`src/rtl/tube_ctrl_pkg.sv`:
```
// Shared constants for the tube display controller: register addresses, display modes, push FSM states.
package tube_ctrl_pkg;

  localparam logic [2:0] ADDR_LOW     = 3'b000;
  localparam logic [2:0] ADDR_HIGH    = 3'b010;
  localparam logic [2:0] ADDR_SPECIAL = 3'b100;
  localparam logic [2:0] ADDR_CTRL    = 3'b110;

  localparam logic [1:0] MODE_STATIC = 2'b00;
  localparam logic [1:0] MODE_BLINK  = 2'b01;
  localparam logic [1:0] MODE_SCROLL = 2'b10;

  typedef enum logic [1:0] {
    ST_IDLE         = 2'b00,
    ST_PUSH_LOW     = 2'b01,
    ST_PUSH_HIGH    = 2'b10,
    ST_PUSH_SPECIAL = 2'b11
  } state_t;

  // Rotate a 32-bit word left by whole nibbles (0..7).
  function automatic logic [31:0] rotl_nibbles(input logic [31:0] x, input logic [2:0] pos);
    logic [5:0] sh;
    sh = {1'b0, pos, 2'b00};
    return (x << sh) | (x >> (6'd32 - sh));
  endfunction

endpackage

```
`src/rtl/tube_step_timer.sv`:
```
// Free-running prescaler producing base ticks, plus a 2^rate tick divider that emits one-cycle step pulses.
module tube_step_timer #(
  parameter int PRESCALE = 50000,
  parameter int RATE_W   = 3
) (
  input  logic              clock,
  input  logic              reset,
  input  logic              enable,
  input  logic              clear,
  input  logic [RATE_W-1:0] rate,
  output logic              step
);

  localparam int PS_W  = (PRESCALE > 2) ? $clog2(PRESCALE) : 1;
  localparam int CNT_W = (1 << RATE_W) - 1;
  localparam logic [CNT_W-1:0] ALL_ONES = {CNT_W{1'b1}};

  logic [PS_W-1:0]  prescaler;
  logic [CNT_W-1:0] step_cnt;
  logic [CNT_W-1:0] step_max;
  logic             tick;

  assign tick     = (prescaler == PS_W'(PRESCALE - 1));
  assign step_max = ~(ALL_ONES << rate);
  assign step     = enable && tick && (step_cnt == step_max);

  always_ff @(posedge clock or posedge reset) begin
    if (reset) begin
      prescaler <= '0;
      step_cnt  <= '0;
    end else begin
      prescaler <= tick ? '0 : prescaler + 1'b1;
      // Counter idles at zero outside the stepping modes so a mode change starts a full period.
      if (clear || !enable)
        step_cnt <= '0;
      else if (tick)
        step_cnt <= (step_cnt == step_max) ? '0 : step_cnt + 1'b1;
    end
  end

endmodule

```
`src/rtl/tube_display_controller.sv`:
```
// Shadows the display registers and pushes them as 3-write passes on CPU change or blink/scroll step.
module tube_display_controller
  import tube_ctrl_pkg::*;
#(
  parameter int PRESCALE = 50000,
  parameter int RATE_W   = 3
) (
  input  logic        clock,
  input  logic        reset,
  input  logic        cpu_write_enable,
  input  logic [2:0]  cpu_address,
  input  logic [15:0] cpu_write_data,
  output logic        tube_write_enable,
  output logic [2:0]  tube_address,
  output logic [15:0] tube_write_data,
  output logic        busy
);

  logic [15:0]       shadow_low, shadow_high, shadow_special;
  logic [1:0]        mode;
  logic [RATE_W-1:0] rate;
  logic              phase;
  logic [2:0]        pos;
  logic              dirty;
  state_t            state;
  logic [15:0]       latch_high, latch_special;
  logic [31:0]       rotated;
  logic [15:0]       view_low, view_high, view_special;
  logic              wr_low, wr_high, wr_special, wr_ctrl, wr_any;
  logic              stepping, step;

  assign wr_low     = cpu_write_enable && (cpu_address == ADDR_LOW);
  assign wr_high    = cpu_write_enable && (cpu_address == ADDR_HIGH);
  assign wr_special = cpu_write_enable && (cpu_address == ADDR_SPECIAL);
  assign wr_ctrl    = cpu_write_enable && (cpu_address == ADDR_CTRL);
  assign wr_any     = wr_low || wr_high || wr_special || wr_ctrl;
  assign stepping   = (mode == MODE_BLINK) || (mode == MODE_SCROLL);
  assign busy       = (state != ST_IDLE);

  tube_step_timer #(
    .PRESCALE(PRESCALE),
    .RATE_W  (RATE_W)
  ) u_step_timer (
    .clock (clock),
    .reset (reset),
    .enable(stepping),
    .clear (wr_ctrl),
    .rate  (rate),
    .step  (step)
  );

  always_comb begin
    rotated      = rotl_nibbles({shadow_high, shadow_low}, pos);
    view_low     = shadow_low;
    view_high    = shadow_high;
    view_special = shadow_special;
    case (mode)
      MODE_BLINK:  if (phase) view_special[15:8] = 8'h00;
      MODE_SCROLL: begin
        view_low  = rotated[15:0];
        view_high = rotated[31:16];
      end
      default: ;
    endcase
  end

  always_ff @(posedge clock or posedge reset) begin
    if (reset) begin
      shadow_low     <= '0;
      shadow_high    <= '0;
      shadow_special <= '0;
      mode           <= MODE_STATIC;
      rate           <= '0;
    end else begin
      if (wr_low)     shadow_low     <= cpu_write_data;
      if (wr_high)    shadow_high    <= cpu_write_data;
      if (wr_special) shadow_special <= cpu_write_data;
      if (wr_ctrl) begin
        mode <= cpu_write_data[1:0];
        rate <= cpu_write_data[2+RATE_W-1:2];
      end
    end
  end

  // A control write restarts the effect, so it wins over a coincident step.
  always_ff @(posedge clock or posedge reset) begin
    if (reset) begin
      phase <= 1'b0;
      pos   <= '0;
    end else if (wr_ctrl) begin
      phase <= 1'b0;
      pos   <= '0;
    end else if (step) begin
      if (mode == MODE_BLINK)  phase <= ~phase;
      if (mode == MODE_SCROLL) pos   <= pos + 1'b1;
    end
  end

  always_ff @(posedge clock or posedge reset) begin
    if (reset)
      dirty <= 1'b1;
    else if (wr_any || step)
      dirty <= 1'b1;
    else if (state == ST_IDLE)
      dirty <= 1'b0;
  end

  always_ff @(posedge clock or posedge reset) begin
    if (reset) begin
      state             <= ST_IDLE;
      tube_write_enable <= 1'b0;
      tube_address      <= ADDR_LOW;
      tube_write_data   <= '0;
      latch_high        <= '0;
      latch_special     <= '0;
    end else begin
      case (state)
        ST_IDLE: if (dirty) begin
          state             <= ST_PUSH_LOW;
          tube_write_enable <= 1'b1;
          tube_address      <= ADDR_LOW;
          tube_write_data   <= view_low;
          latch_high        <= view_high;
          latch_special     <= view_special;
        end
        ST_PUSH_LOW: begin
          state           <= ST_PUSH_HIGH;
          tube_address    <= ADDR_HIGH;
          tube_write_data <= latch_high;
        end
        ST_PUSH_HIGH: begin
          state           <= ST_PUSH_SPECIAL;
          tube_address    <= ADDR_SPECIAL;
          tube_write_data <= latch_special;
        end
        default: begin
          state             <= ST_IDLE;
          tube_write_enable <= 1'b0;
        end
      endcase
    end
  end

endmodule

```
`config.mk`:
```
export PLATFORM = sky130hd
export DESIGN_NAME = tube_display_controller
export DESIGN_NICKNAME = d
export VERILOG_FILES = /design/src/rtl/tube_ctrl_pkg.sv /design/src/rtl/tube_step_timer.sv /design/src/rtl/tube_display_controller.sv
export SDC_FILE = /design/constraint.sdc
export NUM_CORES = 1
export LEC_CHECK = 0
export CAP_MARGIN = 30
export CORE_AREA = 3 3 110 138
export DETAILED_ROUTE_END_ITERATION = 10
export DIE_AREA = 0 0 113 141
export DONT_BUFFER_PORTS = 1
export GPL_TIMING_DRIVEN = 0
export PLACE_DENSITY = 0.76
export SKIP_LAST_GASP = 1
export SYNTH_ARGS = -nofsm -noshare
export SYNTH_HDL_FRONTEND = slang
export SYNTH_SLANG_ARGS = --single-unit
```
`constraint.sdc`:
```
create_clock -name clock -period 4.1 [get_ports clock]
set_clock_uncertainty 0.1 [all_clocks]
set_input_delay 0.41 -clock clock [delete_from_list [all_inputs] [get_ports clock]]
set_output_delay 0.41 -clock clock [all_outputs]
set_load 0.05 [all_outputs]
```
======== Word-level counts from Yosys, hierarchy flattened ========
Index checks and enable logic that the tools add are counted.
word-level totals
  word-level logic and storage cells ...... 89
  bits of input ports ..................... 22
  output and inout bits ................... 21
  flip-flop bits (word level) ............. 135
cells by class
  muxes and demuxes ....................... 24
  $add $sub $neg .......................... 4
  shifts and indexed selects .............. 3
  reduce and logical (&&, ||, !) cells .... 28
  bitwise gates (word level) .............. 4
  equal/unequal tests ..................... 10
operators with widths
  kind                                                                    count
  16-bit 2-to-1 mux                                                       4
  16-bit one-hot mux with 3 select lines                                  1
  32-bit OR                                                               1
  32-bit by 5-bit left shift with 32-bit output                           1
  32-bit by 6-bit >> shifter with 32-bit output                           1
  7-bit 2-to-1 mux                                                        3
  16-bit by 1-bit adder with 16-bit output (second input constant)        1
  16-bit equality test (second input constant)                            1
  8-bit 2-to-1 mux                                                        2
  3-bit 2-to-1 mux                                                        4
  2-bit nonzero test                                                      6
  2-bit AND reduction                                                     5
  3-bit one-hot mux with 3 select lines                                   1
  7-bit by 1-bit adder with 7-bit output (second input constant)          1
  7-bit equality test                                                     1
  7-bit inverter                                                          1
  7-bit by 3-bit left shift with 7-bit output (first input constant)      1
  3-bit equality test (second input constant)                             2
  1-bit logical AND                                                       6
  1-bit logical OR                                                        6
  1-bit 2-to-1 mux                                                        6
  2-bit one-hot mux with 3 select lines                                   1
  6-bit by 5-bit subtractor with 6-bit output (first input constant)      1
  2-bit by 1-bit equality test with 1-bit output (second input constant)  2
  12 further kinds                                                        14

======== Longest topological paths before layout ========
  depth in word-level cells ............... 7
  mapped depth ............................ 11
  mapped depth without buffers ............ 7

======== Hierarchy ========
From an unflattened synthesis, not the netlist that was laid out.
second synthesis, totals
  cells, all modules ...................... 788
  area, all modules ....................... 8040.2 um2
by module, submodules not included
  module                   sequential area each (um2)  area an instance (um2)  times used  cells an instance
  tube_display_controller  2778.9                      6787.8                  1           666
  tube_step_timer          575.6                       1252.5                  1           122

======== Worst setup path before layout ========
OpenSTA, ideal clock, no wires.
  path type ............................... reg-to-reg
  from .................................... reg pos[0]
  to ...................................... reg tube_write_data[8]
  stages on the path, launching flop included .. 10
  slack ................................... 1.073 ns
  data required time ...................... 3.874 ns
  data arrival time ....................... 2.801 ns
  library setup time ...................... 0.126 ns
  path buffers ............................ 2
  clock period less this slack ............ 3.027 ns
  cells stage by stage .................... dfrtp_1 -> buf_2 -> buf_2 -> inv_1 -> ha_1 -> xor2_1 -> mux4_2 -> a32oi_1 -> o211ai_1 -> a221o_1
on the way
  cells in the longest elaborated chain, start to end .. 6
  elaborated cells between the ends (all ways) .. 7
  those cells by class .................... add/sub (1); shift (2); mux (3); bitwise (1)
ends and longest elaborated chain
  item                                           RTL line                        source
  start: declaration                             tube_display_controller.sv:23   logic [2:0] pos;
  start signal: assignment                       tube_display_controller.sv:95   if (mode == MODE_SCROLL) pos <= pos + 1'b1;
  6-bit by 5-bit subtractor with 6-bit output    tube_ctrl_pkg.sv:24             return (x << sh) | (x >> (6'd32 - sh));
  32-bit by 6-bit >> shifter with 32-bit output  tube_ctrl_pkg.sv:24
  32-bit OR (*)                                  tube_ctrl_pkg.sv:24
  16-bit 2-to-1 mux (*)                          tube_display_controller.sv:57   case (mode)
  16-bit 2-to-1 mux (*)                          tube_display_controller.sv:118  ST_IDLE: if (dirty) begin
  16-bit one-hot mux with 3 select lines (*)     tube_display_controller.sv:117  case (state)
  end signal: assignment                         tube_display_controller.sv:122  tube_write_data <= view_low;
  end signal: assignment                         tube_display_controller.sv:129  tube_write_data <= latch_high;
  end signal: assignment                         tube_display_controller.sv:134  tube_write_data <= latch_special;
  end: declaration                               tube_display_controller.sv:15   output logic [15:0] tube_write_data,
Mark *: on every way between the ends. The rest lies on a longest branch, timed or not. The select of a mux whose other input is x is not followed.
A chain may end at the register's enable or synchronous reset.

======== Final worst setup path ========
Same ends and word-level chain as after synthesis.

==> metrics <==
Ys Warns=0; met2 Use GR=roughly 52%; initial antenna violation count=0; Synth Cell Area=slightly above 0.008 mm^2; fmax=around 260 MHz; post-layout total power=about 6000 uW; Reg clk slew, reported paths=about 60 ps; startpoint class of the critical path=flip-flop; placed cell area=approximately 0.0083 mm^2; synth unique cells=between 60 and 70; CTS Buffer Depth=2; Post-synth EDFFs=0; max-slew violation count=0; # nets final=roughly 810; # IOs=43; R2R Setup Slk=220 ps; Worst-Skew Late Latency=430 ps; TritonRoute pass-1 iters=5; gpl congestion=about 1.0; ANT cells=0; setup TNS=0 ps; Mapped Avg Cell Area=~11 um^2; period utilization=between 90% and 100%; LEAKAGE=approximately 0.0037 uW; Hold Vio Cnt, Final=0; RSZ-0062 raised after global routing=false; WHS Path Cells=1; CTS tree=done; busiest grt layer=met2; CP arrival=about 4100 ps; Fill cells=1109; crit path time final=roughly 3900 ps; area occupied by multi-input gates=around 0.0044 mm^2; die height=~140 um; register area=around 0.0034 mm^2; status=finished clean; GR met3 Demand/Resource=just under 8%; final antenna-violating net count=0; layout cell share with drive strength beyond 1=between 10% and 20%; critical setup path kind=reg2reg; TritonCTS buffer count=17; CP Capture Type=flip-flop; WL/cell=26.8 um; endpoints failing setup=0; hpwl dp=18.9 mm; Critical R2R Launch=pos[0]$_DFFE_PP0P_; clock root buffer=clkbuf_16; core area=0.0139 mm^2; Syn Nets=790; max-cap violations=0; vias per cell=6.89; FP Rows=48; synthesized flop and latch total=134; Endpoint, Worst Hold=mode[1]$_DFFE_PP0P_; Design Area, Final=between 0.008 and 0.009 mm^2; register area share after synthesis=between 40 and 50%; global routing met1 resource utilization=a little under 50%; R2R depth=10; WL final=25.9 mm; crit path max fanout=10; DRC viols=0; die width=113 um; Final Util=between 60% and 70%; first-pass GRT wire length=around 41 mm; total number of vias=about 6700; worst min path class=in2reg; die footprint=0.0159 mm^2; area delta synth->final=11.4%; IO Port Bufs=0; Finished Layout Cells=between 900 and 1000; Congestion Overflow GR=0; Slew headroom=between 30 and 40%; number of global-route vias before repair=around 6700; async set or reset register ratio after synthesis=100%; worst flop-to-flop path endpoint=tube_write_data[8]$_DFFE_PP0P_; CTS Sinks=roughly 130; iteration-0 DRC count of the detailed router=841; Worst EP required=about 4300 ps; Worst Max-Slew Pin Slew=between 900 and 1000 ps; Mapped Cells=about 760; Most used DFF post-synth=dfrtp_1; H-Tree Depth=4; worst vdd ir=roughly 0.65 mV; dpl cells=934; # Post-CTS Setup Buffers=0; pwr dens=669 mW/mm^2; largest net degree at the start of global routing=74; total track usage=33.9%; leading cell type in the layout, fill and taps excluded=dfrtp_1; commonest cells after routing, fill and taps aside=dfrtp_1, nand2_1, mux2_1; starting density of the core=57.9%; hold path startpoint=cpu_write_data[1]
==> timing repair <==
action                                  in CTS  in global routing
endpoints found under the setup margin       0                  6
hold buffers                                 1                  0
gates resized for setup                      0                  3
hold endpoints to repair                    61                  0
==> power breakdown <==
group          internal, uW  switching (uW)
Sequential             1700             796
Clock                  1010             606
Combinational           775            1130
==> area by class of cell <==
cell class                 count  share of cell area [%]
buffer                        53                    2.64
clock buffer                  20                    5.19
clock inverter                12                    1.85
inverter                      13                   0.598
multi-input combinational    556                    49.4
sequential                   134                    37.3
tap                          175                    2.43
timing repair buffer           5                   0.612
==> how the worst max path moves through the flow <==
stage | cells past startpoint | startpoint | endpoint | slack [ps]
final | 10 | pos[0]$_DFFE_PP0P_ | tube_write_data[8]$_DFFE_PP0P_ | 220
after floorplan | 1 | reset | latch_high[0]$_DFFE_PP0P_ | 9
after detailed placement | 10 | pos[0]$_DFFE_PP0P_ | tube_write_data[8]$_DFFE_PP0P_ | 150
after global placement | 1 | reset | u_step_timer.step_cnt[0]$_DFFE_PP0P_ | -1040
after CTS | 10 | pos[0]$_DFFE_PP0P_ | tube_write_data[8]$_DFFE_PP0P_ | 80
after global routing | 10 | pos[0]$_DFFE_PP0P_ | tube_write_data[8]$_DFFE_PP0P_ | 90
==> registers in the layout, indices dropped and copies added, names as in the netlist <==
| name | count |
|---|---|
| latch_high | 16 |
| latch_special | 16 |
| shadow_high | 16 |
| shadow_low | 16 |
| shadow_special | 16 |
| tube_write_data | 16 |
| u_step_timer.prescaler | 16 |
| u_step_timer.step_cnt | 7 |
| pos | 3 |
| rate | 3 |
| mode | 2 |
| state | 2 |
| tube_address | 2 |
| dirty | 1 |
| phase | 1 |
| tube_write_enable | 1 |
==> critical path: stages, from the launching register on <==
cell,delay (ps)
dfrtp_1,340
buf_2,280
buf_2,410
inv_1,280
ha_1,410
clkbuf_1,470
clkbuf_2,400
nor2_1,190
a32oi_1,240
o211ai_1,220
a221o_1,410
==> synth_stat cells (5+ instances only) <==
master	count	area [um^2]
nor2b_1	14	87.6
inv_1	10	37.5
a221o_1	8	80.1
nor3_1	12	60.1
buf_2	9	45.0
mux2_1	62	698
nand2b_1	5	31.3
mux2i_1	27	270
a21oi_1	39	195
o21ai_0	5	25.0
a22oi_1	11	82.6
nor2_1	53	199
xnor2_1	7	61.3
nand4_1	10	62.6
o31ai_1	5	37.5
a211o_1	9	78.8
nand3_1	10	50.1
a31oi_1	8	50.1
and2_1	5	31.3
mux4_2	37	833
a221oi_1	15	131
o2bb2ai_1	5	43.8
clkbuf_1	37	139
nor3b_1	5	37.5
and3_1	6	37.5
o21ai_1	23	115
dfrtp_1	133	3330
a22o_1	18	158
nand2_1	86	323
xor2_1	8	70.1
ha_1	12	150
a211oi_1	7	52.6
==> cells by family after synthesis <==
logic type,synth area share [%]
xor gates and xnor gates,1.63
adders and majority gates,1.86
other,0.0465
DFF,41.6
buffers and inverters,3.53
muxes,22.9
and+or+nand+nor,13.1
AOI/OAI and AO/OA,15.4
==> stage by stage <==
step                      hold WS (ps)  worst slack (ps)
after floorplan                    332              8.90
after global placement             370             -1040
after detailed placement           270               153
after CTS                         1.40              84.4
after global routing              7.19              86.8
final                             9.30               218
==> layer usage <==
metal | share of wire [%] | vias up
li1 | - | 2884
met1 | 42 | 3358
met3 | 9.6 | 60
met2 | 45 | 366
met5 | 0 | -
met4 | 2.9 | 0
Note: power is estimated with default switching activity, not from simulation.
